$ cat config.mk
export PLATFORM = sky130hd
export DESIGN_NAME = sem_cmd_feeder
export DESIGN_NICKNAME = d
export VERILOG_FILES = /design/src/rtl/sem_cmd_feeder_pkg.sv /design/src/rtl/sem_cmd_byte_mux.sv /design/src/rtl/sem_cmd_feeder.sv
export SDC_FILE = /design/constraint.sdc
export NUM_CORES = 1
export LEC_CHECK = 0
export ABC_AREA = 1
export BUFFER_PORTS_ARGS = -buffer_cell sky130_fd_sc_hd__buf_4
export CORE_UTILIZATION = 39
export CTS_CLUSTER_SIZE = 24
export DETAILED_ROUTE_END_ITERATION = 6
export GPL_TIMING_DRIVEN = 0
export MAX_ROUTING_LAYER = met4
export PLACE_DENSITY = 0.58
export REMOVE_ABC_BUFFERS = 1
export SYNTH_ARGS = -nofsm -noshare
export SYNTH_HDL_FRONTEND = slang
export SYNTH_SLANG_ARGS = --single-unit
export TNS_END_PERCENT = 20
$ cat constraint.sdc
create_clock -name CLK -period 6.3 [get_ports CLK]
set_input_delay 1.26 -clock CLK [delete_from_list [all_inputs] [get_ports CLK]]
set_output_delay 1.26 -clock CLK [all_outputs]
set_load 0.05 [all_outputs]
$ cat src/rtl/sem_cmd_feeder_pkg.sv
// Shared definitions for the SEM command feeder.
// Holds the controller state encoding, the command codes, the ASCII
// characters used to spell commands, the command lengths, and small
// helpers for length lookup and hex-to-ASCII conversion.
package sem_cmd_feeder_pkg;

  typedef enum logic [1:0] {
    ST_IDLE = 2'd0,
    ST_LOAD = 2'd1,
    ST_SEND = 2'd2,
    ST_DONE = 2'd3
  } state_t;

  // Command codes
  localparam logic [2:0] CODE_I = 3'd0;
  localparam logic [2:0] CODE_O = 3'd1;
  localparam logic [2:0] CODE_S = 3'd2;
  localparam logic [2:0] CODE_R = 3'd3;
  localparam logic [2:0] CODE_N = 3'd4;

  // ASCII characters
  localparam logic [7:0] ASCII_I     = 8'h49;
  localparam logic [7:0] ASCII_O     = 8'h4F;
  localparam logic [7:0] ASCII_S     = 8'h53;
  localparam logic [7:0] ASCII_R     = 8'h52;
  localparam logic [7:0] ASCII_N     = 8'h4E;
  localparam logic [7:0] ASCII_SPACE = 8'h20;

  // Command lengths in bytes, terminator included
  localparam logic [3:0] LEN_SHORT = 4'd2;
  localparam logic [3:0] LEN_INJ   = 4'd13;

  // Byte count of a command; invalid codes never reach SEND.
  function automatic logic [3:0] cmd_len(input logic [2:0] code);
    if (code == CODE_N) begin
      return LEN_INJ;
    end else if (code < CODE_N) begin
      return LEN_SHORT;
    end else begin
      return 4'd0;
    end
  endfunction

  // One upper-case hex digit.
  function automatic logic [7:0] hex_ascii(input logic [3:0] nib);
    if (nib < 4'd10) begin
      return 8'h30 + {4'h0, nib};
    end else begin
      return 8'h37 + {4'h0, nib};
    end
  endfunction

  // Address nibble shown at byte position idx (positions 2..11, MSB first).
  function automatic logic [3:0] addr_nibble(input logic [39:0] addr,
                                             input logic [3:0]  idx);
    logic [3:0] nib;
    nib = 4'h0;
    for (int k = 0; k < 10; k++) begin
      if (idx == 4'(k + 2)) begin
        nib = addr[39 - 4*k -: 4];
      end
    end
    return nib;
  endfunction

endpackage

$ cat src/rtl/sem_cmd_byte_mux.sv
// Combinational byte selector for the SEM command feeder.
// Ports:
//   code     in  3   latched command code
//   index    in  4   byte position within the command
//   addr     in  40  latched injection address
//   byte_out out 8   byte at that position (8'h00 when out of range)
module sem_cmd_byte_mux
  import sem_cmd_feeder_pkg::*;
#(
  parameter logic [7:0] TERM_CHAR = 8'h0D
) (
  input  logic [2:0]  code,
  input  logic [3:0]  index,
  input  logic [39:0] addr,
  output logic [7:0]  byte_out
);

  logic [7:0] letter;

  // Selects the byte for the current code and position.
  always_comb begin
    byte_out = 8'h00;
    letter   = 8'h00;
    case (code)
      CODE_I: letter = ASCII_I;
      CODE_O: letter = ASCII_O;
      CODE_S: letter = ASCII_S;
      CODE_R: letter = ASCII_R;
      default: letter = 8'h00;
    endcase
    if (code < CODE_N) begin
      // single letter followed by the terminator
      if (index == 4'd0) begin
        byte_out = letter;
      end else if (index == 4'd1) begin
        byte_out = TERM_CHAR;
      end else begin
        byte_out = 8'h00;
      end
    end else if (code == CODE_N) begin
      case (index)
        4'd0:    byte_out = ASCII_N;
        4'd1:    byte_out = ASCII_SPACE;
        4'd12:   byte_out = TERM_CHAR;
        default: begin
          if (index <= 4'd11) begin
            byte_out = hex_ascii(addr_nibble(addr, index));
          end else begin
            byte_out = 8'h00;
          end
        end
      endcase
    end else begin
      byte_out = 8'h00;
    end
  end

endmodule

$ cat src/rtl/sem_cmd_feeder.sv
// SEM command feeder: accepts a command request over a READY/ACK level
// handshake, then presents the command's ASCII bytes to the SEM monitor
// receive interface one byte per MON_RXREAD pop.
// Ports:
//   CLK         in  1   clock, rising edge
//   RST_N       in  1   synchronous active-low reset
//   READY       in  1   command pending
//   ACK         out 1   command fully consumed (DONE state)
//   CMD_SEL     in  3   command code, latched on acceptance
//   INJ_ADDR    in  40  injection address, latched on acceptance
//   MON_RXREAD  in  1   monitor pop strobe
//   MON_RXEMPTY out 1   no byte presented
//   MON_RXDATA  out 8   presented byte
//   BUSY        out 1   not idle
//   CMD_ERR     out 1   one-cycle pulse for an invalid code
module sem_cmd_feeder
  import sem_cmd_feeder_pkg::*;
#(
  parameter logic [7:0] TERM_CHAR = 8'h0D
) (
  input  logic        CLK,
  input  logic        RST_N,
  input  logic        READY,
  output logic        ACK,
  input  logic [2:0]  CMD_SEL,
  input  logic [39:0] INJ_ADDR,
  input  logic        MON_RXREAD,
  output logic        MON_RXEMPTY,
  output logic [7:0]  MON_RXDATA,
  output logic        BUSY,
  output logic        CMD_ERR
);

  state_t      state_r;
  state_t      state_nx;
  logic [2:0]  code_r;
  logic [39:0] addr_r;
  logic [3:0]  index_r;
  logic [3:0]  len_r;
  logic [7:0]  mux_byte;

  sem_cmd_byte_mux #(
    .TERM_CHAR(TERM_CHAR)
  ) u_byte_mux (
    .code    (code_r),
    .index   (index_r),
    .addr    (addr_r),
    .byte_out(mux_byte)
  );

  // State, latched command and byte index registers.
  always_ff @(posedge CLK) begin
    if (!RST_N) begin
      state_r <= ST_IDLE;
      code_r  <= 3'd0;
      addr_r  <= 40'd0;
      index_r <= 4'd0;
      len_r   <= 4'd0;
    end else begin
      state_r <= state_nx;
      if (state_r == ST_IDLE && READY) begin
        code_r <= CMD_SEL;
        addr_r <= INJ_ADDR;
      end
      if (state_r == ST_LOAD) begin
        index_r <= 4'd0;
        len_r   <= cmd_len(code_r);
      end else if (state_r == ST_SEND && MON_RXREAD) begin
        index_r <= index_r + 4'd1;
      end
    end
  end

  // Next-state logic.
  always_comb begin
    state_nx = state_r;
    case (state_r)
      ST_IDLE: begin
        if (READY) state_nx = ST_LOAD;
        else       state_nx = ST_IDLE;
      end
      ST_LOAD: begin
        // invalid codes skip SEND entirely
        if (code_r <= CODE_N) state_nx = ST_SEND;
        else                  state_nx = ST_DONE;
      end
      ST_SEND: begin
        if (MON_RXREAD && index_r == len_r - 4'd1) state_nx = ST_DONE;
        else                                       state_nx = ST_SEND;
      end
      ST_DONE: begin
        // READY changes while busy are ignored; only DONE looks for the drop
        if (!READY) state_nx = ST_IDLE;
        else        state_nx = ST_DONE;
      end
      default: state_nx = ST_IDLE;
    endcase
  end

  // Outputs decoded from the registered state and index.
  always_comb begin
    BUSY        = (state_r != ST_IDLE);
    ACK         = (state_r == ST_DONE);
    CMD_ERR     = (state_r == ST_LOAD) && (code_r > CODE_N);
    MON_RXEMPTY = (state_r != ST_SEND);
    if (state_r == ST_SEND) begin
      MON_RXDATA = mux_byte;
    end else begin
      MON_RXDATA = 8'h00;
    end
  end

endmodule

==> flow_metrics.tcl <==
set metrics [dict create \
    postCtsSetupBuffers 0 \
    path_clk_slew_ns 0.10 \
    setup_viol 0 \
    synth-async-reset-ratio 0 \
    hold_end "addr_r[30]$_SDFFE_PN0P_" \
    fmax_ghz 0.220 \
    cap_violations 0 \
    first_pass_iters 4 \
    critical_path.startpoint_type "register" \
    yosys.area.top_type_share 0.371 \
    viasPerCell 4.59 \
    cp.required_ns 5.04 \
    grt_util_all_layers 0.196 \
    crit_chain "ha_1 -> inv_1 -> nor2_1 -> nand2_1 -> nand3_1 -> o21ai_0 -> nand2_1 -> nand2_1 -> nand3_1 -> nand2_1 -> nand3_1 -> a21boi_0 -> ha_1 -> inv_1 -> nand2_1 -> nand2_1 -> nand3_1 -> nand2_1 -> nand2_1 -> nand2_1 -> a21oi_1 -> buf_4" \
    clock_sinks 51 \
    ant_nets 0 \
    area_delta_synth_final_pct 22.0 \
    grt_pass1_vias 2426 \
    ys_ff_latch 51 \
    cts_tree "done" \
    p_leak_nw 1.67 \
    cts-root-buf "clkbuf_8" \
    tightest_slew_ns 0.811 \
    rows 30 \
    ios 59 \
    critPathKind "reg2out" \
    ys_types 25 \
    yosys_warnings 0 \
    die_h_um 86.1 \
    grt_use_met3 0.0337 \
    drc 0 \
    grt-ovfl-total 0 \
    cts_buffers 5 \
    slew_headroom 0.459 \
    hold_viol_final 0 \
    postSynthCellCount 441 \
    crit_slowest_cell "dfxtp_1" \
    use_met1 0.267 \
    synth.yosys.seq_area_share 0.371 \
    syn_area_mm2 0.00276 \
    whs_path_depth 2 \
    clock-skew-final_ns 0.00247 \
    fin_crit_ns 4.54 \
    ctsLongestPathBuffers 2 \
    final_nets 543 \
    dieArea_mm2 0.00740 \
    wl_per_cell_um 11.1 \
    clock_latency_ns 0.30 \
    synth_top_cell_by_area "dfxtp_1" \
    post-route-util 0.495 \
    critPathBufInv 3 \
    period_share 0.721 \
    cpMostUsedCell "nand2_1" \
    crit_arrival_ns 3.28 \
    use_met2 0.304 \
    crit_path_max_incr_delay_ns 0.36 \
    grt_first_pass_wirelength_mm 11.3 \
    antenna-diode-count 0 \
    vias 2694 \
    power_density_mw_per_mm2 211 \
    rr_startpoint "state_r[1]$_SDFF_PN0_" \
    synth_flop_cell "dfxtp_1" \
    coreArea_mm2 0.00679 \
    ir_drop_uv 91.7 \
    top_usage_layer "met2" \
    globalplace.congestion 0.859 \
    path_delay_family "simple AND/OR/NAND/NOR gates" \
    synth_edf_count 0 \
    reg2reg_slack_ns 4.09 \
    min_from "addr_r[30]$_SDFFE_PN0P_" \
    synth.area.top_cells "dfxtp_1 37%, nor2_1 16%, nand2_1 12%" \
    drtIter0Drc 105 \
    status "finished, final reports clean" \
    dp_hpwl_mm 4.65 \
    start_util 0.406 \
    finalSetupTns_ns 0 \
    min_path_type "reg2reg" \
    portBuffers 57 \
    drive_gt1_frac 0.159 \
    grt_max_degree 49 \
    cts_hold_buffers 0 \
    cp-end-kind "output pin" \
    die_w_um 86.1 \
    antenna_found_initial 0 \
    synth_area_per_cell_um2 6.25 \
    rr_endpoint "code_r[2]$_SDFFE_PN0P_" \
    cts_resized 0 \
    rsz0062_at_grt "false" \
    htreeDepth 2 \
    slew_violations 0 \
    cp_max_fo 6 \
    reg2reg_depth 7 \
    wl_mm 6.51 \
]
==> worst register-to-register path, stage by stage (launching register included) <==
cell,delay (ns)
dfxtp_1,0.34
nor2_1,0.14
inv_1,0.08
nor2_2,0.62
buf_16,0.23
inv_2,0.30
o21ai_0,0.32
a21oi_1,0.06
==> state kept, by name (all words and copies together), names as in the netlist <==
signal   count
code_r       3
len_r        2
index_r      4
state_r      2
addr_r      40
==> power breakdown <==
part	internal, mW	switching (mW)	total (mW)	leakage (nW)
combinational	0.0529	0.0838	0.137	1.20
sequential	0.352	0.0160	0.368	0.422
clock	0.0904	0.113	0.203	0.0484
==> final cells by class <==
| cell class | count | area, µm² |
|---|---|---|
| tap | 96 | 120 |
| inverter | 45 | 169 |
| clock inverter | 1 | 8.76 |
| sequential | 51 | 1020 |
| fill | 737 | 3430 |
| multi-input combinational | 329 | 1500 |
| timing repair buffer | 58 | 455 |
| clock buffer | 7 | 86.3 |
==> logic make-up after synthesis <==
group           count (synthesis)  synth area share
compound gates                 75             0.141
xor+xnor                        2           0.00636
fa+ha+maj                       6            0.0272
buf+inv                        61            0.0858
flops                          51             0.371
other cells                     1           0.00136
simple gates                  245             0.367
==> stage by stage <==
stage | power [mW] | cell area [µm²] | instances | hold slack, ns | worst slack [ns]
after floorplan | 0.454 | 2690 | 425 | 0.424 | 2.13
after global placement | 0.508 | 3240 | 578 | 0.436 | 0.922
after detailed placement | 0.514 | 3270 | 579 | 0.442 | 2.07
after CTS | 0.719 | 3360 | 587 | 0.457 | 1.70
after global routing | 0.749 | 3360 | 587 | 0.481 | 1.30
final | 0.708 | 3360 | 587 | 0.455 | 1.76
==> cell usage after synthesis (3+ instances only) <==
cell type / number
dfxtp_1: 51
nor2_1: 118
nand4_1: 4
nand2_1: 88
clkbuf_1: 13
nand3_1: 21
nand3b_1: 3
o211ai_1: 3
o21ai_0: 53
a21oi_1: 16
inv_1: 44
ha_1: 6
or2_2: 4
==> cell usage in the layout (no fill, tap or decap) <==
master	Yosys	routed
dfxtp_1	51	51
a211oi_1	1	1
o211ai_1	3	3
xor2_1	2	2
or2_1	1	1
ha_1	6	6
nor2_1	118	117
nor2_4	2	2
nand2_2	2	2
inv_1	44	43
a31oi_1	1	1
nand3_1	21	21
clkinv_4	0	1
clkbuf_8	0	6
or2_2	4	4
nand4_1	4	4
conb_1	1	1
a21oi_1	16	16
a21boi_0	1	1
clkbuf_1	13	1
nor2_2	0	1
buf_4	2	57
buf_16	0	1
inv_2	1	2
nand2_1	88	88
o21ai_0	53	53
nand3b_1	3	3
nand3_2	2	2
==> worst max path at each step <==
stage | startpoint | endpoint | slack (ns) | cells past startpoint
floorplan | index_r[0]$_SDFFE_PP0P_ | MON_RXDATA[2] | 2.13 | 22
global placement | READY | code_r[2]$_SDFFE_PN0P_ | 0.92 | 6
detailed placement | index_r[0]$_SDFFE_PP0P_ | MON_RXDATA[2] | 2.07 | 23
CTS | index_r[0]$_SDFFE_PP0P_ | MON_RXDATA[2] | 1.70 | 23
global route | index_r[1]$_SDFFE_PP0P_ | MON_RXDATA[2] | 1.30 | 21
finish | index_r[0]$_SDFFE_PP0P_ | MON_RXDATA[2] | 1.76 | 22
==> routing by layer <==
layer  vias to the layer above  wire length (µm)  part of all wire
met4                         0                41            0.0063
met3                         2               242             0.037
met5                         -                 0                 0
met1                      1166              3310              0.51
li1                       1481                 -                 -
met2                        45              2920              0.45
(Power assumes the default switching activity.)
